[config.mk]
export PLATFORM = sky130hd
export DESIGN_NAME = chip8_fetch_flat
export DESIGN_NICKNAME = d
export VERILOG_FILES = /design/src/rtl/chip8_pkg.sv /design/src/rtl/chip8_fetch_if.sv /design/src/rtl/chip8_fetch.sv /design/src/flat_wrapper.sv
export SDC_FILE = /design/constraint.sdc
export NUM_CORES = 1
export LEC_CHECK = 0
export ABC_AREA = 1
export CORE_MARGIN = 5
export CORE_UTILIZATION = 35
export DETAILED_ROUTE_END_ITERATION = 6
export GPL_TIMING_DRIVEN = 1
export SYNTH_ARGS = -nofsm -noshare
export SYNTH_HDL_FRONTEND = slang
export SYNTH_SLANG_ARGS = --single-unit
[constraint.sdc]
create_clock -name clk -period 1.9 [get_ports clk]
set_clock_uncertainty 0.1 [all_clocks]
set_input_delay 0.38 -clock clk [delete_from_list [all_inputs] [get_ports clk]]
set_output_delay 0.38 -clock clk [all_outputs]
set_load 0.02 [all_outputs]
[src/rtl/chip8_pkg.sv]
// rtl/chip8_pkg.sv - shared CHIP-8 widths, program start address and fetch FSM states
package chip8_pkg;

  localparam int          CHIP8_ADDR_W     = 12;
  localparam int          CHIP8_OPCODE_W   = 16;
  localparam logic [11:0] CHIP8_PROG_START = 12'h200;

  typedef enum logic [1:0] {
    FETCH_HI = 2'd0,
    FETCH_LO = 2'd1,
    HOLD     = 2'd2
  } fetch_state_e;

endpackage

[src/rtl/chip8_fetch_if.sv]
// rtl/chip8_fetch_if.sv - program-memory read port plus opcode valid/ready channel of the fetch stage
interface chip8_fetch_if
  import chip8_pkg::*;
#(
  parameter int ADDR_W = CHIP8_ADDR_W
);

  logic [ADDR_W-1:0]         mem_addr;
  logic [7:0]                mem_data;
  logic                      opcode_valid;
  logic                      opcode_ready;
  logic [CHIP8_OPCODE_W-1:0] opcode;
  logic [ADDR_W-1:0]         opcode_pc;

  // master is the fetch stage; slave is memory plus decode
  modport master (
    output mem_addr,
    input  mem_data,
    output opcode_valid,
    input  opcode_ready,
    output opcode,
    output opcode_pc
  );

  modport slave (
    input  mem_addr,
    output mem_data,
    input  opcode_valid,
    output opcode_ready,
    input  opcode,
    input  opcode_pc
  );

endinterface

[src/rtl/chip8_fetch.sv]
// rtl/chip8_fetch.sv - two-byte big-endian opcode fetch with PC ownership and jump redirect
module chip8_fetch
  import chip8_pkg::*;
#(
  parameter int                ADDR_W   = CHIP8_ADDR_W,
  parameter logic [ADDR_W-1:0] RESET_PC = ADDR_W'(CHIP8_PROG_START)
) (
  input  logic              clk,
  input  logic              rst,
  chip8_fetch_if.master     bus,
  input  logic              halt,
  input  logic              pc_load,
  input  logic [ADDR_W-1:0] pc_load_val,
  output logic [ADDR_W-1:0] pc
);

  fetch_state_e              state_q, state_d;
  logic [ADDR_W-1:0]         pc_q, pc_d;
  logic [7:0]                hi_q, hi_d;
  logic [CHIP8_OPCODE_W-1:0] opcode_q, opcode_d;
  logic [ADDR_W-1:0]         opcode_pc_q, opcode_pc_d;
  logic                      valid_q, valid_d;

  always_ff @(posedge clk) begin
    if (rst) begin
      state_q     <= FETCH_HI;
      pc_q        <= RESET_PC;
      hi_q        <= 8'h00;
      opcode_q    <= '0;
      opcode_pc_q <= '0;
      valid_q     <= 1'b0;
    end else begin
      state_q     <= state_d;
      pc_q        <= pc_d;
      hi_q        <= hi_d;
      opcode_q    <= opcode_d;
      opcode_pc_q <= opcode_pc_d;
      valid_q     <= valid_d;
    end
  end

  always_comb begin
    state_d     = state_q;
    pc_d        = pc_q;
    hi_d        = hi_q;
    opcode_d    = opcode_q;
    opcode_pc_d = opcode_pc_q;
    valid_d     = valid_q;

    unique case (state_q)
      FETCH_HI: begin
        if (!halt) begin
          hi_d    = bus.mem_data;
          state_d = FETCH_LO;
        end
      end
      // halt is deliberately not consulted: an in-flight fetch always completes
      FETCH_LO: begin
        opcode_d    = {hi_q, bus.mem_data};
        opcode_pc_d = pc_q;
        pc_d        = pc_q + ADDR_W'(2);
        valid_d     = 1'b1;
        state_d     = HOLD;
      end
      HOLD: begin
        if (bus.opcode_ready) begin
          valid_d = 1'b0;
          state_d = FETCH_HI;
        end
      end
      default: begin
        state_d = FETCH_HI;
        valid_d = 1'b0;
      end
    endcase

    // redirect wins over halt and over any partial fetch; a coincident accept still happened
    if (pc_load) begin
      pc_d    = pc_load_val;
      state_d = FETCH_HI;
      valid_d = 1'b0;
    end
  end

  assign bus.mem_addr     = (state_q == FETCH_LO) ? pc_q + ADDR_W'(1) : pc_q;
  assign bus.opcode       = opcode_q;
  assign bus.opcode_pc    = opcode_pc_q;
  assign bus.opcode_valid = valid_q;
  assign pc               = pc_q;

endmodule

[src/flat_wrapper.sv]
// flat-port wrapper written by rule: the top's interface ports become plain ports
module chip8_fetch_flat import chip8_pkg::*;
#(
  parameter int                ADDR_W   = CHIP8_ADDR_W,
  parameter logic [ADDR_W-1:0] RESET_PC = ADDR_W'(CHIP8_PROG_START)
)
  (clk, rst, halt, pc_load, pc_load_val, pc, bus_mem_addr, bus_mem_data, bus_opcode_valid, bus_opcode_ready, bus_opcode, bus_opcode_pc);
  chip8_fetch_if #(.ADDR_W(ADDR_W)) bus_i ();
  input  logic clk;
  input  logic rst;
  input  logic halt;
  input  logic pc_load;
  input  logic [ADDR_W-1:0] pc_load_val;
  output logic [ADDR_W-1:0] pc;
  output wire logic [$bits(bus_i.mem_addr)-1:0] bus_mem_addr;
  input wire logic [$bits(bus_i.mem_data)-1:0] bus_mem_data;
  output wire logic [$bits(bus_i.opcode_valid)-1:0] bus_opcode_valid;
  input wire logic [$bits(bus_i.opcode_ready)-1:0] bus_opcode_ready;
  output wire logic [$bits(bus_i.opcode)-1:0] bus_opcode;
  output wire logic [$bits(bus_i.opcode_pc)-1:0] bus_opcode_pc;
  assign bus_mem_addr = bus_i.mem_addr;
  assign bus_i.mem_data = bus_mem_data;
  assign bus_opcode_valid = bus_i.opcode_valid;
  assign bus_i.opcode_ready = bus_opcode_ready;
  assign bus_opcode = bus_i.opcode;
  assign bus_opcode_pc = bus_i.opcode_pc;
  chip8_fetch #(.ADDR_W(ADDR_W), .RESET_PC(RESET_PC)) u_core (.clk(clk), .rst(rst), .bus(bus_i), .halt(halt), .pc_load(pc_load), .pc_load_val(pc_load_val), .pc(pc));
endmodule
# Yosys cells after proc, flatten, opt, wreduce, memory -nomap -nowiden
# Index checks and enable logic that the tools add are counted.
[word_totals]
ff_bits = 51
latchBits = 0
ram_bits = 0
rom_bits = 0
in_bits = 25
out_inout_bits = 53
word_cells = 28
mem_count = 0
[op_classes]
addsub = 2
mul = 0
div_mod_pow = 0
n_lt_le_gt_ge = 0
eq_ne = 4
n_shift = 0
n_mux = 8
bitwise_logic = 2
n_reduce_logical = 6
[ops]
columns = ["cell", "count"]
rows = [
  ["12-bit 2-to-1 mux", 3],
  ["12-bit by 1-bit adder with 12-bit output, second input constant", 1],
  ["12-bit by 2-bit adder with 12-bit output, second input constant", 1],
  ["2-bit case mux with 3 select lines", 1],
  ["2-bit AND reduction", 3],
  ["2-bit 2-to-1 mux", 2],
  ["2-bit != test, second input constant", 2],
  ["1-bit case mux with 3 select lines", 1],
  ["2-bit by 1-bit == test with 1-bit output, second input constant", 1],
  ["2-bit == test, second input constant", 1],
  ["2-bit logical NOT", 1],
  ["1-bit NOT", 2],
  ["2-bit nonzero test", 1],
  ["2-bit OR reduction", 1],
  ["1-bit 2-to-1 mux", 1],
]

# Depth between registers and ports, before layout
[logic_depth]
word_depth = 3
mapped_depth = 7
mapped_depth_nobuf = 7

# Worst setup path before layout
# Ideal clock, no wire load.
[synth_path]
kind = "reg-to-output"
startpoint = "register u_core.pc_q[2] (netlist: u_core.pc[2])"
endpoint = "output bus_mem_addr[5]"
arrival_time_ns = 1.524
setup_slack_ns = -0.104
path_stages_with_launch = 7
cell_sequence = "dfxtp_1 ha_1 clkbuf_1 nand3_1 xor2_1 nand2_1 o21ai_1"
[synth_via]
elab_chain_cells = 2
[synth_lines]
columns = ["item", "line", "text"]
rows = [
  ["start: declaration", "chip8_fetch.sv:18", "logic [ADDR_W-1:0] pc_q, pc_d;"],
  ["start signal: assignment", "chip8_fetch.sv:34", "pc_q <= pc_d;"],
  ["12-bit by 1-bit adder with 12-bit output", "chip8_fetch.sv:85", "assign bus.mem_addr = (state_q == FETCH_LO) ? pc_q + ADDR_W'(1) : pc_q;"],
  ["12-bit 2-to-1 mux", "chip8_fetch.sv:85", ""],
  ["end: declaration", "flat_wrapper.sv:15", "output wire logic [$bits(bus_i.mem_addr)-1:0] bus_mem_addr;"],
]
# No other way between the ends.

# Worst setup path after layout
[layout_path]
startpoint = "register u_core.state_q[0]"
endpoint = "output bus_mem_addr[11]"
[layout_via]
elab_chain_cells = 2
[layout_lines]
columns = ["item", "line", "text"]
rows = [
  ["start: declaration", "chip8_fetch.sv:17", "fetch_state_e state_q, state_d;"],
  ["start signal: assignment", "chip8_fetch.sv:33", "state_q <= state_d;"],
  ["2-bit by 1-bit == test with 1-bit output", "chip8_fetch.sv:85", ""],
  ["12-bit 2-to-1 mux", "chip8_fetch.sv:85", ""],
]
# No other way between the ends.

==> results_dict.tcl <==
set metrics [dict create \
    min_period_ps 2013 \
    synth_top_area_share_pct 45.18 \
    ys_seq_area_share_pct 45.18 \
    status "complete, but fails checks" \
    cp.arrival_ps 1530 \
    grt_setup_unrepaired "yes" \
    hold_ws_ps 377.1 \
    min-delay-path-class "flop to flop" \
    synthCells 307 \
    irDropWorstVdd_mv 0.3827 \
    drt_pre_antenna_iters 4 \
    syn_avg_cell_area_sq_um 7.360 \
    n_antenna_cell 0 \
    cts-root-buf "clkbuf_8" \
    finalHoldViolCount 0 \
    via_per_inst 4.761 \
    maxCapViolations 0 \
    wirelength_um 7110 \
    drive_above_1_share_pct 23.94 \
    finalPower_mw 2.375 \
    synth_area_leaders "dfxtp_1, nor2_1, o21ai_0, nand2_1, a21oi_1" \
    required_ps 1420 \
    grt_pass1_vias 2447 \
    core_sq_um 6314 \
    dpl_worst_slack_ps -319.8 \
    die_area_sq_um 8163 \
    setup_ws_ps -113.1 \
    area_growth_pct 62.46 \
    initial_core_util_pct 35.79 \
    clk_pin_slew_ps 100 \
    dp_hpwl_um 5000 \
    routedWlPerCell_um 14.14 \
    worstHoldPathCells 2 \
    worst_setup_path_start_kind "flop" \
    cp_max_fo 8 \
    vias 2395 \
    cp-end-kind "output pin" \
    finalMaxSlewViolations 0 \
    grt_max_degree 28 \
    first_iter_violations 88 \
    holdBufCountCts 0 \
    period_share_pct 106.0 \
    cts_buffers 5 \
    die_w_um 90.35 \
    synth_area_leader_cell "dfxtp_1" \
    port_buffers 77 \
    clk_latency_ps 300 \
    setup_viol 10 \
    p_leak_nw 1.665 \
    htree_levels 2 \
    drc 0 \
    grt_first_pass_wirelength_um 12120 \
    syn_nets 334 \
    die_y_um 90.35 \
    synth.cell_area_sq_um 2260 \
    relSlewSlack_pct 80.80 \
    cts_tree "built" \
    synth.distinct_cells 26 \
    violations "setup timing" \
    ys_ff_latch 51 \
    path_class "flop to output pin" \
    cts_sinks 51 \
    worst_pin_slew_ps 288.0 \
    r2r_cells 7 \
    final_util_pct 58.15 \
    antenna_left 0 \
    gp_congestion 0.7925 \
    fmax_mhz 496.8 \
    antenna_found_initial 0 \
    fin_nets 452 \
    pin_count 78 \
    yosysWarnings 0 \
    rows 29 \
    overflow 0 \
    track_usage_pct 17.67 \
    p_per_area_nw_per_um2 647.0 \
    clock_path_buffers 2 \
]
[cell usage after synthesis, drive strengths merged]
cell type / count
nand2: 38
nand3b: 2
inv: 25
nand4: 2
xor2: 8
clkinv: 1
ha: 2
dfxtp: 51
o21ai: 48
buf: 9
a31oi: 3
clkbuf: 6
nand3: 15
a21oi: 21
nor2: 73
xnor2: 2
nor3: 1
[worst max-delay path, stage by stage (launching register included)]
cell and delay [ps]:
dfxtp_2 350, inv_2 50, nor2_4 160, inv_4 50, nor2_4 140, buf_6 160
buf_4 120, o21ai_2 60, buf_6 140
[cell usage in the layout, fill, tap and decap left out, types with 3 or more instances in the layout]
cell type,count
buf_4,46
a21oi_1,21
nor2_1,65
a31oi_1,3
nand3_1,11
nand2_1,35
dlygate4sd2_1,4
clkdlybuf4s50_1,55
inv_1,21
xor2_1,8
dfxtp_2,3
o21ai_1,3
buf_6,11
o21ai_0,40
nand3_2,4
clkbuf_8,5
inv_2,3
nor2_4,6
o21ai_2,4
dfxtp_1,45
dlymetal6s2s_1,6
dfxtp_4,3
[through the flow]
| stage | std cells | instance area, sq um | setup TNS, ps |
|---|---|---|---|
| global route | 503 | 3671 | -1753 |
| floorplan | 307 | 2262 | 0 |
| global placement | 489 | 3385 | -2444 |
| CTS | 502 | 3620 | -855.7 |
| finish | 503 | 3671 | -747.6 |
| detailed placement | 489 | 3385 | -2870 |
[registers in the layout, summed over array words and instances (netlist names)]
name and flops:
u_core.bus.opcode_valid 1, u_core.hi_q 8, u_core.bus.opcode_pc 12, u_core.pc 12, u_core.state_q 2, u_core.bus.opcode 16
[per-layer routing]
layer  up-vias  GRT usage, %  wire length (um)
met4         0         3.722                60
met3         6         5.167               435
met5         -             0                 0
met1      1091         23.03              3263
met2        73         28.96              3350
li1       1225             -                 -
[final timing paths]
path / from / to / slack (ps)
hold / removal: u_core.bus.opcode_pc[0]$_SDFFE_PP0P_ / u_core.bus.opcode_pc[0]$_SDFFE_PP0P_ / 380
setup / recovery: u_core.state_q[0]$_SDFFE_PP0P_ / bus_mem_addr[11] / -110
setup reg to reg: u_core.state_q[0]$_SDFFE_PP0P_ / u_core.pc[8]$_SDFFE_PP0P_ / 400
hold reg to reg: u_core.bus.opcode_pc[0]$_SDFFE_PP0P_ / u_core.bus.opcode_pc[0]$_SDFFE_PP0P_ / 380
[final cells by class]
class                           instances  area (sq um)
Timing Repair Buffer                  126          1207
Clock buffer                            5         68.82
Tap cell                               77         96.34
Fill cell                             604          2643
Inverter                               26         100.1
Clock inverter                          3         27.53
Multi-Input combinational cell        215          1135
Sequential cell                        51          1036
[where the power goes]
part           total [mW]  switching (mW)  internal [mW]  leakage [nW]
logic               0.546           0.280          0.266          1.20
registers            1.17          0.0380           1.13         0.422
clock network       0.661           0.390          0.271        0.0463
[cells by family after synthesis]
group                    after synthesis  synth area share (%)
AND/OR/NAND/NOR                      131                 25.75
AO/OA/AOI/OAI                         72                 16.11
XOR/XNOR                              10                 3.876
buffers and inverters                 41                 7.973
adder cells (fa/ha/maj)                2                 1.107
flip-flops                            51                 45.18
[what timing repair did]
item,CTS,global route
gates resized for setup,95,15
setup buffers,4,1
pin swaps,4,4
setup endpoints to repair,16,18
gates cloned,1,0
Note: power is estimated with default switching activity, not from simulation.
